[config.mk]
export PLATFORM = sky130hd
export DESIGN_NAME = execute_unit_flat
export DESIGN_NICKNAME = d
export VERILOG_FILES = /design/src/rtl/execute_unit_if.sv /design/src/rtl/execute_unit.sv /design/src/flat_wrapper.sv
export SDC_FILE = /design/constraint.sdc
export NUM_CORES = 1
export LEC_CHECK = 0
export CORE_MARGIN = 3
export CORE_UTILIZATION = 55
export CTS_CLUSTER_SIZE = 25
export DETAILED_ROUTE_END_ITERATION = 10
export PLACE_DENSITY = 0.87
export SYNTH_ARGS = -nofsm -noshare
export SYNTH_HDL_FRONTEND = slang
export SYNTH_SLANG_ARGS = --single-unit
[constraint.sdc]
create_clock -name EU_CLK -period 12.6 [get_ports EU_CLK]
set_input_delay 1.89 -clock EU_CLK [delete_from_list [all_inputs] [get_ports EU_CLK]]
set_output_delay 1.89 -clock EU_CLK [all_outputs]
set_load 0.03 [all_outputs]
[src/rtl/execute_unit_if.sv]
// Execute-stage bus: decode-side operands/control, forwarding sources, and the
// E-stage bundle returned to the memory stage and hazard unit.
//   slave  : used by execute_unit (consumes D inputs, drives E outputs)
//   master : used by the driver of the decode side (testbench / pipeline top)
interface execute_unit_if #(
  parameter int unsigned WIDTH = 32
);
  localparam int unsigned REG_W = 5;

  // decode-side inputs
  logic [WIDTH-1:0] EU_RD1D;
  logic [WIDTH-1:0] EU_RD2D;
  logic [REG_W-1:0] EU_RsD;
  logic [REG_W-1:0] EU_RtD;
  logic [REG_W-1:0] EU_RdD;
  logic [WIDTH-1:0] EU_SignImmD;
  logic             EU_RegWriteD;
  logic             EU_MemWriteD;
  logic             EU_MemToRegD;
  logic             EU_ALUSrcD;
  logic             EU_RegDstD;
  logic [2:0]       EU_ALUControlD;
  logic [2:0]       EU_MDOpD;
  logic             EU_FlushE;
  logic [1:0]       EU_ForwardAE;
  logic [1:0]       EU_ForwardBE;
  logic [WIDTH-1:0] EU_ResultW;
  logic [WIDTH-1:0] EU_AluOutM;

  // execute-stage outputs
  logic [WIDTH-1:0] EU_AluOutE;
  logic [WIDTH-1:0] EU_WriteDataE;
  logic [REG_W-1:0] EU_WriteRegE;
  logic             EU_RegWriteE;
  logic             EU_MemWriteE;
  logic             EU_MemToRegE;
  logic [REG_W-1:0] EU_RsE;
  logic [REG_W-1:0] EU_RtE;
  logic             EU_StallE;

  modport slave (
    input  EU_RD1D, EU_RD2D, EU_RsD, EU_RtD, EU_RdD, EU_SignImmD,
           EU_RegWriteD, EU_MemWriteD, EU_MemToRegD, EU_ALUSrcD, EU_RegDstD,
           EU_ALUControlD, EU_MDOpD, EU_FlushE, EU_ForwardAE, EU_ForwardBE,
           EU_ResultW, EU_AluOutM,
    output EU_AluOutE, EU_WriteDataE, EU_WriteRegE, EU_RegWriteE,
           EU_MemWriteE, EU_MemToRegE, EU_RsE, EU_RtE, EU_StallE
  );

  modport master (
    output EU_RD1D, EU_RD2D, EU_RsD, EU_RtD, EU_RdD, EU_SignImmD,
           EU_RegWriteD, EU_MemWriteD, EU_MemToRegD, EU_ALUSrcD, EU_RegDstD,
           EU_ALUControlD, EU_MDOpD, EU_FlushE, EU_ForwardAE, EU_ForwardBE,
           EU_ResultW, EU_AluOutM,
    input  EU_AluOutE, EU_WriteDataE, EU_WriteRegE, EU_RegWriteE,
           EU_MemWriteE, EU_MemToRegE, EU_RsE, EU_RtE, EU_StallE
  );
endinterface

[src/rtl/execute_unit.sv]
// Execute stage of the pipelined MIPS core: D->E pipeline register,
// operand forwarding, ALU, and an iterative unsigned MULTU/DIVU engine
// with HI/LO registers that stalls dependent mul/div instructions.
// Ports:
//   EU_CLK  : clock, rising edge
//   EU_RST  : asynchronous active-low reset
//   bus     : execute_unit_if.slave (decode inputs, forwarding, E outputs)
// Build option: define EXECUTE_MULDIV_EN to include the mul/div engine and
// HI/LO; without it MULTU/DIVU are nops, MFHI/MFLO read 0, EU_StallE is 0.
module execute_unit #(
  parameter int unsigned WIDTH = 32
) (
  input  logic          EU_CLK,
  input  logic          EU_RST,
  execute_unit_if.slave bus
);
  localparam int unsigned REG_W  = 5;
  localparam int unsigned CTRL_W = 3;
  localparam int unsigned MD_W   = 3;

  localparam logic [MD_W-1:0] MD_NONE  = 3'b000;
  localparam logic [MD_W-1:0] MD_MULTU = 3'b001;
  localparam logic [MD_W-1:0] MD_DIVU  = 3'b010;
  localparam logic [MD_W-1:0] MD_MFHI  = 3'b011;
  localparam logic [MD_W-1:0] MD_MFLO  = 3'b100;

  localparam logic [CTRL_W-1:0] ALU_AND = 3'b000;
  localparam logic [CTRL_W-1:0] ALU_OR  = 3'b001;
  localparam logic [CTRL_W-1:0] ALU_ADD = 3'b010;
  localparam logic [CTRL_W-1:0] ALU_SUB = 3'b110;
  localparam logic [CTRL_W-1:0] ALU_SLT = 3'b111;

  typedef struct packed {
    logic [WIDTH-1:0]  rd1;
    logic [WIDTH-1:0]  rd2;
    logic [REG_W-1:0]  rs;
    logic [REG_W-1:0]  rt;
    logic [REG_W-1:0]  rd;
    logic [WIDTH-1:0]  imm;
    logic              reg_write;
    logic              mem_write;
    logic              mem_to_reg;
    logic              alu_src;
    logic              reg_dst;
    logic [CTRL_W-1:0] alu_ctrl;
    logic [MD_W-1:0]   md_op;
  } de_reg_t;

  de_reg_t          de_d;
  de_reg_t          de_q;
  logic             stall;
  logic             md_arith;
  logic             slt_lt;
  logic [WIDTH-1:0] src_a;
  logic [WIDTH-1:0] src_b_fwd;
  logic [WIDTH-1:0] alu_b;
  logic [WIDTH-1:0] alu_y;
  logic [WIDTH-1:0] hi_val;
  logic [WIDTH-1:0] lo_val;

  // Forwarding source select: 01 writeback, 10 memory, else register file.
  function automatic logic [WIDTH-1:0] fwd_sel(input logic [1:0]       sel,
                                               input logic [WIDTH-1:0] rf,
                                               input logic [WIDTH-1:0] w,
                                               input logic [WIDTH-1:0] m);
    logic [WIDTH-1:0] y;
    case (sel)
      2'b01:   y = w;
      2'b10:   y = m;
      default: y = rf;
    endcase
    return y;
  endfunction

  // Gather decode inputs into the pipeline-register payload.
  always_comb begin
    de_d            = '0;
    de_d.rd1        = bus.EU_RD1D;
    de_d.rd2        = bus.EU_RD2D;
    de_d.rs         = bus.EU_RsD;
    de_d.rt         = bus.EU_RtD;
    de_d.rd         = bus.EU_RdD;
    de_d.imm        = bus.EU_SignImmD;
    de_d.reg_write  = bus.EU_RegWriteD;
    de_d.mem_write  = bus.EU_MemWriteD;
    de_d.mem_to_reg = bus.EU_MemToRegD;
    de_d.alu_src    = bus.EU_ALUSrcD;
    de_d.reg_dst    = bus.EU_RegDstD;
    de_d.alu_ctrl   = bus.EU_ALUControlD;
    de_d.md_op      = bus.EU_MDOpD;
  end

  // D->E register; a stall holds the instruction even when a flush is requested.
  always_ff @(posedge EU_CLK or negedge EU_RST) begin
    if (!EU_RST) begin
      de_q <= '0;
    end else if (!stall) begin
      if (bus.EU_FlushE) de_q <= '0;
      else               de_q <= de_d;
    end
  end

  // Operand forwarding and ALU.
  always_comb begin
    src_a     = fwd_sel(bus.EU_ForwardAE, de_q.rd1, bus.EU_ResultW, bus.EU_AluOutM);
    src_b_fwd = fwd_sel(bus.EU_ForwardBE, de_q.rd2, bus.EU_ResultW, bus.EU_AluOutM);
    alu_b     = de_q.alu_src ? de_q.imm : src_b_fwd;
    slt_lt    = $signed(src_a) < $signed(alu_b);
    alu_y     = '0;
    case (de_q.alu_ctrl)
      ALU_ADD: alu_y = src_a + alu_b;
      ALU_SUB: alu_y = src_a - alu_b;
      ALU_AND: alu_y = src_a & alu_b;
      ALU_OR:  alu_y = src_a | alu_b;
      ALU_SLT: alu_y = WIDTH'(slt_lt);
      default: alu_y = '0;
    endcase
  end

  assign md_arith = (de_q.md_op == MD_MULTU) || (de_q.md_op == MD_DIVU);

`ifdef EXECUTE_MULDIV_EN
  localparam int unsigned CNT_W = $clog2(WIDTH);

  typedef enum logic [1:0] {
    S_IDLE = 2'd0,
    S_MUL  = 2'd1,
    S_DIV  = 2'd2
  } md_state_t;

  md_state_t        state;
  logic [CNT_W-1:0] count;
  logic [WIDTH-1:0] hi_q;
  logic [WIDTH-1:0] lo_q;
  logic [WIDTH-1:0] op_a;
  logic [WIDTH-1:0] op_b;
  logic [WIDTH-1:0] work_hi;
  logic [WIDTH-1:0] work_lo;
  logic [WIDTH:0]   mul_sum;
  logic [WIDTH-1:0] mul_hi_n;
  logic [WIDTH-1:0] mul_lo_n;
  logic [WIDTH:0]   div_shift;
  logic [WIDTH:0]   div_diff;
  logic             div_ge;
  logic [WIDTH-1:0] div_rem_n;
  logic [WIDTH-1:0] div_quo_n;
  logic             last_iter;

  // One iteration of each algorithm. Multiply: {work_hi,work_lo} is the
  // partial product with the multiplier shifting out of work_lo. Divide:
  // work_hi is the remainder, work_lo shifts dividend bits out and quotient
  // bits in. A zero divisor always "fits", giving LO=all ones and HI=A.
  always_comb begin
    mul_sum              = {1'b0, work_hi} + (work_lo[0] ? {1'b0, op_a} : '0);
    {mul_hi_n, mul_lo_n} = {mul_sum, work_lo[WIDTH-1:1]};
    div_shift            = {work_hi, work_lo[WIDTH-1]};
    div_diff             = div_shift - {1'b0, op_b};
    div_ge               = div_shift >= {1'b0, op_b};
    div_rem_n            = div_ge ? WIDTH'(div_diff) : WIDTH'(div_shift);
    div_quo_n            = {work_lo[WIDTH-2:0], div_ge};
    last_iter            = (count == CNT_W'(WIDTH - 1));
  end

  // Engine FSM: loads from the forwarded operands, then one iteration per edge.
  always_ff @(posedge EU_CLK or negedge EU_RST) begin
    if (!EU_RST) begin
      state   <= S_IDLE;
      count   <= '0;
      hi_q    <= '0;
      lo_q    <= '0;
      op_a    <= '0;
      op_b    <= '0;
      work_hi <= '0;
      work_lo <= '0;
    end else begin
      case (state)
        S_IDLE: begin
          if (md_arith && !stall) begin
            op_a    <= src_a;
            op_b    <= src_b_fwd;
            count   <= '0;
            work_hi <= '0;
            if (de_q.md_op == MD_MULTU) begin
              work_lo <= src_b_fwd;
              state   <= S_MUL;
            end else begin
              work_lo <= src_a;
              state   <= S_DIV;
            end
          end
        end
        S_MUL: begin
          work_hi <= mul_hi_n;
          work_lo <= mul_lo_n;
          count   <= count + CNT_W'(1);
          if (last_iter) begin
            hi_q  <= mul_hi_n;
            lo_q  <= mul_lo_n;
            state <= S_IDLE;
          end
        end
        S_DIV: begin
          work_hi <= div_rem_n;
          work_lo <= div_quo_n;
          count   <= count + CNT_W'(1);
          if (last_iter) begin
            hi_q  <= div_rem_n;
            lo_q  <= div_quo_n;
            state <= S_IDLE;
          end
        end
        default: state <= S_IDLE;
      endcase
    end
  end

  assign stall  = (state != S_IDLE) && (de_q.md_op != MD_NONE);
  assign hi_val = hi_q;
  assign lo_val = lo_q;
`else
  assign stall  = 1'b0;
  assign hi_val = '0;
  assign lo_val = '0;
`endif

  // E-stage bundle; stalled or mul/div-issue cycles send a bubble to M.
  assign bus.EU_AluOutE    = (de_q.md_op == MD_MFHI) ? hi_val :
                             (de_q.md_op == MD_MFLO) ? lo_val : alu_y;
  assign bus.EU_WriteDataE = src_b_fwd;
  assign bus.EU_WriteRegE  = de_q.reg_dst ? de_q.rd : de_q.rt;
  assign bus.EU_RegWriteE  = de_q.reg_write && !stall && !md_arith;
  assign bus.EU_MemWriteE  = de_q.mem_write && !stall && !md_arith;
  assign bus.EU_MemToRegE  = de_q.mem_to_reg;
  assign bus.EU_RsE        = de_q.rs;
  assign bus.EU_RtE        = de_q.rt;
  assign bus.EU_StallE     = stall;
endmodule

[src/flat_wrapper.sv]
// flat-port wrapper written by rule: the top's interface ports become plain ports
module execute_unit_flat 
#(
  parameter int unsigned WIDTH = 32
)
  (EU_CLK, EU_RST, bus_EU_RD1D, bus_EU_RD2D, bus_EU_RsD, bus_EU_RtD, bus_EU_RdD, bus_EU_SignImmD, bus_EU_RegWriteD, bus_EU_MemWriteD, bus_EU_MemToRegD, bus_EU_ALUSrcD, bus_EU_RegDstD, bus_EU_ALUControlD, bus_EU_MDOpD, bus_EU_FlushE, bus_EU_ForwardAE, bus_EU_ForwardBE, bus_EU_ResultW, bus_EU_AluOutM, bus_EU_AluOutE, bus_EU_WriteDataE, bus_EU_WriteRegE, bus_EU_RegWriteE, bus_EU_MemWriteE, bus_EU_MemToRegE, bus_EU_RsE, bus_EU_RtE, bus_EU_StallE);
  execute_unit_if #(.WIDTH(WIDTH)) bus_i ();
  input  logic EU_CLK;
  input  logic EU_RST;
  input wire logic [$bits(bus_i.EU_RD1D)-1:0] bus_EU_RD1D;
  input wire logic [$bits(bus_i.EU_RD2D)-1:0] bus_EU_RD2D;
  input wire logic [$bits(bus_i.EU_RsD)-1:0] bus_EU_RsD;
  input wire logic [$bits(bus_i.EU_RtD)-1:0] bus_EU_RtD;
  input wire logic [$bits(bus_i.EU_RdD)-1:0] bus_EU_RdD;
  input wire logic [$bits(bus_i.EU_SignImmD)-1:0] bus_EU_SignImmD;
  input wire logic [$bits(bus_i.EU_RegWriteD)-1:0] bus_EU_RegWriteD;
  input wire logic [$bits(bus_i.EU_MemWriteD)-1:0] bus_EU_MemWriteD;
  input wire logic [$bits(bus_i.EU_MemToRegD)-1:0] bus_EU_MemToRegD;
  input wire logic [$bits(bus_i.EU_ALUSrcD)-1:0] bus_EU_ALUSrcD;
  input wire logic [$bits(bus_i.EU_RegDstD)-1:0] bus_EU_RegDstD;
  input wire logic [$bits(bus_i.EU_ALUControlD)-1:0] bus_EU_ALUControlD;
  input wire logic [$bits(bus_i.EU_MDOpD)-1:0] bus_EU_MDOpD;
  input wire logic [$bits(bus_i.EU_FlushE)-1:0] bus_EU_FlushE;
  input wire logic [$bits(bus_i.EU_ForwardAE)-1:0] bus_EU_ForwardAE;
  input wire logic [$bits(bus_i.EU_ForwardBE)-1:0] bus_EU_ForwardBE;
  input wire logic [$bits(bus_i.EU_ResultW)-1:0] bus_EU_ResultW;
  input wire logic [$bits(bus_i.EU_AluOutM)-1:0] bus_EU_AluOutM;
  output wire logic [$bits(bus_i.EU_AluOutE)-1:0] bus_EU_AluOutE;
  output wire logic [$bits(bus_i.EU_WriteDataE)-1:0] bus_EU_WriteDataE;
  output wire logic [$bits(bus_i.EU_WriteRegE)-1:0] bus_EU_WriteRegE;
  output wire logic [$bits(bus_i.EU_RegWriteE)-1:0] bus_EU_RegWriteE;
  output wire logic [$bits(bus_i.EU_MemWriteE)-1:0] bus_EU_MemWriteE;
  output wire logic [$bits(bus_i.EU_MemToRegE)-1:0] bus_EU_MemToRegE;
  output wire logic [$bits(bus_i.EU_RsE)-1:0] bus_EU_RsE;
  output wire logic [$bits(bus_i.EU_RtE)-1:0] bus_EU_RtE;
  output wire logic [$bits(bus_i.EU_StallE)-1:0] bus_EU_StallE;
  assign bus_i.EU_RD1D = bus_EU_RD1D;
  assign bus_i.EU_RD2D = bus_EU_RD2D;
  assign bus_i.EU_RsD = bus_EU_RsD;
  assign bus_i.EU_RtD = bus_EU_RtD;
  assign bus_i.EU_RdD = bus_EU_RdD;
  assign bus_i.EU_SignImmD = bus_EU_SignImmD;
  assign bus_i.EU_RegWriteD = bus_EU_RegWriteD;
  assign bus_i.EU_MemWriteD = bus_EU_MemWriteD;
  assign bus_i.EU_MemToRegD = bus_EU_MemToRegD;
  assign bus_i.EU_ALUSrcD = bus_EU_ALUSrcD;
  assign bus_i.EU_RegDstD = bus_EU_RegDstD;
  assign bus_i.EU_ALUControlD = bus_EU_ALUControlD;
  assign bus_i.EU_MDOpD = bus_EU_MDOpD;
  assign bus_i.EU_FlushE = bus_EU_FlushE;
  assign bus_i.EU_ForwardAE = bus_EU_ForwardAE;
  assign bus_i.EU_ForwardBE = bus_EU_ForwardBE;
  assign bus_i.EU_ResultW = bus_EU_ResultW;
  assign bus_i.EU_AluOutM = bus_EU_AluOutM;
  assign bus_EU_AluOutE = bus_i.EU_AluOutE;
  assign bus_EU_WriteDataE = bus_i.EU_WriteDataE;
  assign bus_EU_WriteRegE = bus_i.EU_WriteRegE;
  assign bus_EU_RegWriteE = bus_i.EU_RegWriteE;
  assign bus_EU_MemWriteE = bus_i.EU_MemWriteE;
  assign bus_EU_MemToRegE = bus_i.EU_MemToRegE;
  assign bus_EU_RsE = bus_i.EU_RsE;
  assign bus_EU_RtE = bus_i.EU_RtE;
  assign bus_EU_StallE = bus_i.EU_StallE;
  execute_unit #(.WIDTH(WIDTH)) u_core (.EU_CLK(EU_CLK), .EU_RST(EU_RST), .bus(bus_i));
endmodule
==> metrics.md, run 1 <==
| Metric | Value |
|---|---|
| Status | completed |
| Resize count post-CTS | 0 |
| Post-synthesis sequential area ratio | 28.3% |
| Critical path class | input pin to primary output |
| First-pass GRT wire length | 63,700 um |
| Asr flop ratio synth | 100% |
| CP endpoint kind | primary output |
| Post-Syn Instances | around 1.4k |
| Largest net degree at the start of global routing | between 100 and 150 |
| Antenna Nets Post-Route | 0 |
| Clock transition at path regs | 0.06 ns |
| H-Tree Depth | 4 |
| # DRC | 0 |
| Slew HR | 22.4% |
| Core area | 19,000 um2 |
| RSZ-0062 raised after global routing | false |
| WP data required | ~11 ns |
| Num ports | 276 |
| Synth top area share | between 20 and 30% |
| Vias per std cell | just over 6 |
| Syn nets | 1,673 |
| Minimum clock period | between 9 and 10 ns |
| Setup TNS | 0 ns |
| Fill cells | between 1k and 1.5k |
| CTS tree | yes |
| Hold Fails Final Rpt | 0 |
| Post-synth EDFFs | 0 |
| Die X | approximately 150 um |
| Main area contributors after synthesis | dfrtp_1 (28%), ha_1 (13%), nor2b_1 (7.8%) |
| Post-CTS Setup Bufs | 0 |
| Maximum VDD drop | ~0.0001 V |
| Mapped Area | around 11,000 um2 |
| Pre-antenna DRT Iters | 8 |
| Die height | 146 um |
| Synth-to-Final Area Change | 30.9% |
| Critical Path Source Type | input pin |
| Sink Count | between 100 and 150 |
| Final Max Slew Viols | 0 |
| Slew @ Worst Pin | around 1.2 ns |
| WL per Instance | between 20 and 25 um |
| I/O Buffers | roughly 270 |
| Crit share post-route | roughly three quarters |
| Antenna violations before repair | 1 |
| #FFs+latches synth | between 100 and 150 |
| Number of global-route vias before repair | approximately 11k |
| Worst setup margin | 2.99 ns |
| Total track usage | between 30 and 40% |
| Worst Hold Class | input pin to async pin |
| Unique masters post-synth | between 80 and 90 |
| Pre-CTS WS | between 3 and 4 ns |
| Routed wire length | ~42,000 um |
| Die area | approximately 21,000 um2 |
| Cts hold-fix bufs | 0 |
| Total number of vias | about 11k |
| CTS max path bufs | 2 |
| Gr ovfl total | 0 |
| Max Freq | 104 MHz |
| Leakage | between 6 and 7 nW |
| Crit Path Max Fanout | 64 |
| PD cells | roughly 110 nW/um2 |
| Dpl hpwl | roughly 30,000 um |
| Setup-failing EPs final | 0 |
| Crit path arrival time | 7.72 ns |
| Layout cells sized above 1 | under 10% |
| Num rows | 50 |
| Synthesis warning total | 0 |
| Syn Area/Cell | approximately 8 um2 |
| GPL Wtd Cong | around 1 |
| 1st-iter DRT viols | approximately 1.4k |
| Yosys top cell by area | dfrtp_1 |
| Starting density of the core | approximately 57% |
| Main flop type after synthesis | dfrtp_1 |
| Nets | 1,878 |
| CTS root buf | clkbuf_16 |
| MaxCap Viol Count | 0 |
| Number of buffers created by CTS | 17 |
-- where the power goes --
part	total, mW	internal, mW	switching [mW]
logic	0.660	0.260	0.400
clock network	0.517	0.306	0.212
registers	0.420	0.412	0.00885
-- synth_stat cells (all sizes together) (15+ instances only) --
master  instances
nor2          121
clkbuf         63
a221oi         19
nor2b         135
o21ai          91
o22ai          15
a21oi         110
buf            35
ha            113
xnor2          30
a22oi          69
nor3           19
nand2         102
dfrtp         122
inv           136
nand2b         16
-- cells in the final DEF, fill, tap and decap left out, drive strengths merged, types with 8 or more instances in the layout --
cell	synthesis	layout
nor2b	135	135
a22oi	69	69
nor2	121	121
a221oi	19	19
a21o	12	12
nor3	19	19
a211oi	8	8
nand2b	16	16
inv	136	145
xnor2	30	30
clkbuf	63	18
dfrtp	122	122
nand2	102	102
o211ai	8	8
a21oi	110	110
a31oi	9	9
buf	35	12
ha	113	113
nor4	9	9
o21ai	91	91
clkdlybuf4s50	0	272
o21a	10	10
o21bai	13	13
o22ai	15	15
nand3	11	11
-- per-layer routing --
metal | vias to the layer above | wire, um | track usage (%)
li1 | 5056 | - | -
met1 | 5450 | 15800 | 48.7
met2 | 727 | 19200 | 60.5
met3 | 130 | 4680 | 10.1
met4 | 0 | 1840 | 16.0
met5 | - | 0 | 0
-- sequential cells by signal, summed over array words and instances (netlist names) --
| signal | cells |
|---|---|
| u_core.bus.EU_MemToRegE | 1 |
| u_core.de_q | 111 |
| u_core.bus.EU_RtE | 5 |
| u_core.bus.EU_RsE | 5 |
-- per-stage QoR --
stage	utilization [%]	cell area [um2]	std cells	hold slack, ns	power [mW]
final	74.3	14100	1844	1.46	1.60
after global routing	74.3	14100	1844	1.51	1.66
after CTS	74.3	14100	1843	1.48	1.58
after detailed placement	71.1	13500	1811	1.93	1.06
after global placement	71.1	13500	1811	1.92	1.05
after floorplan	-	10800	1365	1.59	0.837
-- worst max-delay path: stages --
cell,delay (ns)
clkdlybuf4s50_1,0.50
inv_1,0.07
ha_2,1.09
a21oi_1,0.25
o21ai_0,0.70
ha_1,0.46
nor4_1,0.30
o21a_1,0.21
o21ai_1,0.15
a221oi_1,0.61
a41oi_1,0.24
xnor2_1,0.20
a221oi_1,0.10
o22ai_1,0.21
clkdlybuf4s50_1,0.71
-- final timing paths --
check	startpoint	endpoint	slack, ns	cells after the start
max	bus_EU_ForwardBE[0]	bus_EU_AluOutE[31]	2.99	15
min in group EU_CLK	bus_EU_FlushE	u_core.de_q[70]	1.78	2
min	EU_RST	u_core.de_q[60]	1.46	1
max in group asynchronous	EU_RST	u_core.de_q[4]	9.69	2
-- final cells by class --
| cell class | count | area [um2] | area share (%) |
|---|---|---|---|
| Antenna cell | 1 | 2.50 | 0.0178 |
| Clock buffer | 18 | 439 | 3.12 |
| Clock inverter | 14 | 174 | 1.23 |
| Inverter | 136 | 510 | 3.62 |
| Multi-Input combinational cell | 1009 | 6780 | 48.1 |
| Sequential cell | 122 | 3050 | 21.7 |
| Tap cell | 260 | 325 | 2.31 |
| Timing Repair Buffer | 284 | 2810 | 20.0 |
-- logic make-up after synthesis --
kind of cell / count (synthesis) / share of synthesized area [%]
multiplexers: 11 / 1.08
other: 1 / 0.0348
flip-flops: 122 / 28.3
adder cells (fa/ha/maj): 115 / 13.5
XOR/XNOR: 35 / 2.85
AO/OA/AOI/OAI: 408 / 25.1
AND/OR/NAND/NOR: 439 / 20.3
buffers and inverters: 234 / 8.83
(Power assumes the default switching activity.)
==> inputs of run 2 (changes only) <==
CORE_UTILIZATION = 51   (was 55)
PLACE_DENSITY = 0.82   (was 0.87)
clock period = 9.6 ns   (was 12.6 ns; I/O delays follow)
==> metrics.md, run 2 (synthesis results as in run 1) <==
| Metric | Value |
|---|---|
| Cell class contributing the biggest share of worst-path delay | compound AO/OA/AOI/OAI gates |
| # diodes | 0 |
| H-Tree Depth | 4 |
| Crit Path Max Fanout | 18 |
| Slowest CP cell | clkdlybuf4s50_1 |
| Worst Hold Class | input pin to async pin |
| Nets | roughly 1.9k |
| Comb pwr share | between 40% and 50% |
| Vias per std cell | 5.88 |
| Clock power frac | slightly above 30% |
| Fill cells | roughly 1.6k |
| Status | completed |
| Sw power | a little under 800 uW |
| Internal Dissipation | about 1.3 mW |
| Critical path class | input pin to primary output |
| Number of global-route vias before repair | slightly above 10k |
| Total number of vias | ~11k |
| Setup-failing EPs final | 0 |
| Max reg flops | around 110 |
| RSZ-0062 raised after global routing | false |
| Largest net degree at the start of global routing | 90 |
| CTS root buf | clkbuf_16 |
| Core area | between 20,000 and 25,000 um2 |
| Resize count post-CTS | 0 |
| # DRC | 0 |
| Setup TNS | 0 ns |
| Slew @ Worst Pin | 1.08 ns |
| Starting density of the core | between 50% and 60% |
| WP data required | about 8.2 ns |
| GPL Wtd Cong | roughly 1 |
| Post-CTS Setup Bufs | 0 |
| I/O Buffers | between 200 and 300 |
| Share of power burned in registers | 27.0% |
| DR top layer | met4 |
| Num ports | 276 |
| Worst Path Buf+Inv | 3 |
| CP endpoint kind | primary output |
| Layout cells sized above 1 | approximately 5% |
| Dpl hpwl | about 29,000 um |
| Antenna violations before repair | 0 |
| Number of buffers created by CTS | 17 |
| Synth-to-Final Area Change | 31.1% |
| CTS max path bufs | 2 |
| CP max stage delay | approximately 0.7 ns |
| Final Max Slew Viols | 0 |
| CP cell instances | clkdlybuf4s50_1 -> ha_2 -> buf_4 -> a22oi_1 -> nor2_1 -> a21oi_1 -> o21ai_0 -> ha_1 -> a21o_1 -> a211oi_2 -> and2_1 -> a211oi_2 -> o31a_2 -> a311oi_2 -> o21ai_1 -> xnor2_1 -> o22ai_1 -> clkdlybuf4s50_1 |
| Sink Count | about 120 |
| Switching Fraction | between 30% and 40% |
| Antenna Nets Post-Route | 0 |
| Met1 WL | between 15,000 and 20,000 um |
| WL per Instance | ~21 um |
| Gr ovfl total | 0 |
| Routed wire length | ~38,000 um |
| Clock transition at path regs | about 0.060 ns |
| Maximum VDD drop | about 0.00015 V |
| PD cells | 145 nW/um2 |
| Pre-antenna DRT Iters | 7 |
| CP Depth | 18 |
| MaxCap Viol Count | 0 |
| 1st-iter DRT viols | between 1k and 1.5k |
| Commonest non-fill, non-tap cells in the layout | clkdlybuf4s50_1 (272), inv_1 (136), nor2b_1 (135), nor2_1 (121), dfrtp_1 (121) |
| Die area | around 23,000 um2 |
| Leakage | between 6 and 7 nW |
| Die height | about 150 um |
| Die X | around 150 um |
| Finished Layout Cells | between 1.5k and 2k |
| Cts hold-fix bufs | 0 |
| Minimum clock period | around 8.4 ns |
| Crit path arrival time | approximately 7.0 ns |
| Placed Cells | between 1.5k and 2k |
| Total track usage | 33.0% |
| Met2 Routed Length | ~18,000 um |
| Hold Fails Final Rpt | 0 |
| Largest Register | u_core.de_q |
| CTS tree | yes |
| Critical Path Source Type | input pin |
| Crit share post-route | between 80 and 90% |
| First-pass GRT wire length | a little under 60,000 um |
| Slew HR | 28.1% |
| Commonest non-fill, non-tap cell in the layout | clkdlybuf4s50_1 |
| Met3 wire len | 3640 um |
| Num rows | 52 |
| Max Freq | 119 MHz |
==> run 2: final timing paths <==
check,to,slack [ns],start
setup / recovery,bus_EU_AluOutE[27],1.19,bus_EU_ForwardBE[1]
min in group EU_CLK,u_core.de_q[68],1.44,bus_EU_FlushE
max in group asynchronous,u_core.de_q[7],7.08,EU_RST
hold / removal,u_core.de_q[68],0.99,EU_RST
==> run 2: metrics by stage <==
| step | setup slack, ns | total power [mW] | hold WS, ns | util (%) | cell area [um2] |
|---|---|---|---|---|---|
| final | 1.19 | 2.04 | 0.989 | 68.9 | 14100 |
| after global routing | 0.812 | 2.14 | 1.01 | 68.9 | 14100 |
| after CTS | 1.25 | 2.03 | 0.996 | 68.9 | 14100 |
| after detailed placement | 1.27 | 1.39 | 1.44 | 66.0 | 13500 |
| after global placement | 1.30 | 1.38 | 1.43 | 66.0 | 13500 |
| after floorplan | 2.89 | 1.10 | 1.14 | - | 10800 |
==> run 2: per-layer routing <==
layer,GRT usage (%),vias up
met5,0,-
met4,8.79,0
met3,6.22,75
met2,52.4,665
met1,46.3,5114
li1,-,5064
==> run 2: power by group through the flow <==
| stage | combinational, mW | clock (mW) | sequential (mW) |
|---|---|---|---|
| after floorplan | 0.542 | 0 | 0.556 |
| after global placement | 0.821 | 0 | 0.559 |
| after detailed placement | 0.830 | 0 | 0.560 |
| after CTS | 0.837 | 0.643 | 0.551 |
| after global routing | 0.919 | 0.666 | 0.554 |
| final | 0.854 | 0.639 | 0.552 |
==> run 2: area by class of cell <==
type	count	area (um2)	area share (%)
clock buffer	17	425	3.01
clock inverter	15	165	1.17
inverter	136	510	3.62
multi-input combinational	1009	6770	48.0
sequential	122	3050	21.6
tap	270	338	2.39
timing repair buffer	289	2850	20.2
==> inputs of run 3 (changes only) <==
clock period = 8.7 ns   (was 9.6 ns; I/O delays follow)
==> metrics.md, run 3 (synthesis results as in run 1) <==
| Metric | Value |
|---|---|
| Gr ovfl total | 0 |
| Commonest non-fill, non-tap cell in the layout | clkdlybuf4s50_1 |
| Nets | between 1.5k and 2k |
| Vias per std cell | between 5 and 6 |
| Multi-input logic area | around 6800 um2 |
| Leakage | approximately 6 nW |
| Slew HR | between 30 and 40% |
| Number of buffers created by CTS | 17 |
| Cts hold-fix bufs | 0 |
| I/O Buffers | between 200 and 300 |
| Antenna violations before repair | 1 |
| Layout cells sized above 1 | ~5.2% |
| CP max stage delay | 0.71 ns |
| Maximum VDD drop | ~0.00013 V |
| Crit share post-route | a little over nine tenths |
| Starting density of the core | 52.5% |
| CTS tree | yes |
| GPL Wtd Cong | 1.01 |
| Die X | 151 um |
| Critical Path Source Type | input pin |
| MaxCap Viol Count | 0 |
| Final Max Slew Viols | 0 |
| Sequential cell area | around 3100 um2 |
| Max Freq | 121 MHz |
| CP cell instances | clkdlybuf4s50_1 -> ha_1 -> a22oi_1 -> nor2_1 -> a21oi_1 -> o21ai_0 -> ha_1 -> a21o_1 -> a211oi_2 -> and2_1 -> a211oi_2 -> o31a_2 -> a311oi_2 -> o21ai_1 -> xnor2_1 -> o22ai_1 -> clkdlybuf4s50_1 |
| Synth-to-Final Area Change | 31.4% |
| Clock transition at path regs | 0.06 ns |
| CTS root buf | clkbuf_16 |
| WP data required | between 7 and 8 ns |
| Total track usage | 33.4% |
| Critical path class | input pin to primary output |
| Slowest CP cell | ha_1 |
| Number of global-route vias before repair | 10.6k |
| Routed wire length | about 39,000 um |
| Setup TNS | 0 ns |
| Die height | roughly 150 um |
| Slew @ Worst Pin | ~0.96 ns |
| Fill cells | about 1.6k |
| Largest net degree at the start of global routing | slightly below 80 |
| Num ports | between 200 and 300 |
| Total number of vias | between 10k and 15k |
| # DRC | 0 |
| Largest Register | u_core.de_q |
| Commonest non-fill, non-tap cells in the layout | clkdlybuf4s50_1 (272), inv_1 (136), nor2b_1 (135), nor2_1 (121), dfrtp_1 (121) |
| Setup-failing EPs final | 0 |
| First-pass GRT wire length | slightly below 60,000 um |
| Status | completed |
| Antenna Nets Post-Route | 0 |
| Crit path arrival time | 6.96 ns |
| Max reg flops | around 110 |
| PD cells | between 150 and 200 nW/um2 |
| Dpl hpwl | ~30,000 um |
| Die area | between 20,000 and 25,000 um2 |
| Minimum clock period | between 8 and 9 ns |
| Crit Path Max Fanout | 21 |
| Worst Hold Class | input pin to async pin |
| Post-CTS Setup Bufs | 0 |
| Hold Fails Final Rpt | 0 |
| Resize count post-CTS | 0 |
| Sink Count | approximately 120 |
| Pre-antenna DRT Iters | 6 |
| 1st-iter DRT viols | approximately 1.2k |
| H-Tree Depth | 4 |
| CTS max path bufs | 2 |
| Core area | ~20,000 um2 |
| CP endpoint kind | primary output |
| WL per Instance | 20.7 um |
| Final total power | between 2 and 2.5 mW |
| RSZ-0062 raised after global routing | false |
| Worst Path Buf+Inv | 2 |
| Num rows | 52 |
| Cell class contributing the biggest share of worst-path delay | compound AO/OA/AOI/OAI gates |
-- run 3: cell types whose count changed in the layout (fill, tap and decap cells not counted), sizes merged --
cell and delta:
clkinvlp -2, clkbuf +2, buf +3, diode +1
-- run 3: path summary, 6_finish.rpt --
path,start,endpoint,slack [ns],depth (start not counted)
worst max-delay path,bus_EU_ForwardBE[0],bus_EU_AluOutE[27],0.43,17
max in group asynchronous,EU_RST,u_core.de_q[7],6.42,2
worst min-delay path,EU_RST,u_core.de_q[63],0.97,1
min in group EU_CLK,bus_EU_FlushE,u_core.de_q[16],1.36,2
-- run 3: report_power, final --
group	switching, mW	total, mW	internal (mW)
Clock	0.280	0.717	0.437
Combinational	0.562	0.941	0.379
Sequential	0.0134	0.610	0.596
-- run 3: area by class of cell --
class / count / share of cell area [%]
Antenna cell: 1 / 0.0177
Clock buffer: 19 / 3.13
Clock inverter: 13 / 1.12
Inverter: 136 / 3.61
Multi-Input combinational cell: 1009 / 47.9
Sequential cell: 122 / 21.6
Tap cell: 270 / 2.39
Timing Repair Buffer: 292 / 20.3
-- run 3: stage by stage --
stage               instance area, um2  instances  worst slack [ns]  hold WS [ns]  utilization (%)
floorplan                        10800       1365              2.26          1.01                -
finish                           14200       1862             0.433         0.973             69.1
detailed placement               13500       1829             0.610          1.44             66.1
CTS                              14100       1861             0.569          1.00             69.0
global placement                 13500       1829             0.639          1.43             66.1
global route                     14200       1862             0.106          1.04             69.1
-- run 3: layer usage --
layer | global-route usage, % | routed length [um] | vias to the layer above
met5 | 0 | 0 | -
met4 | 10.0 | 1060 | 0
met3 | 8.29 | 3780 | 75
met2 | 53.2 | 18000 | 638
met1 | 44.8 | 15700 | 5243
li1 | - | - | 5072
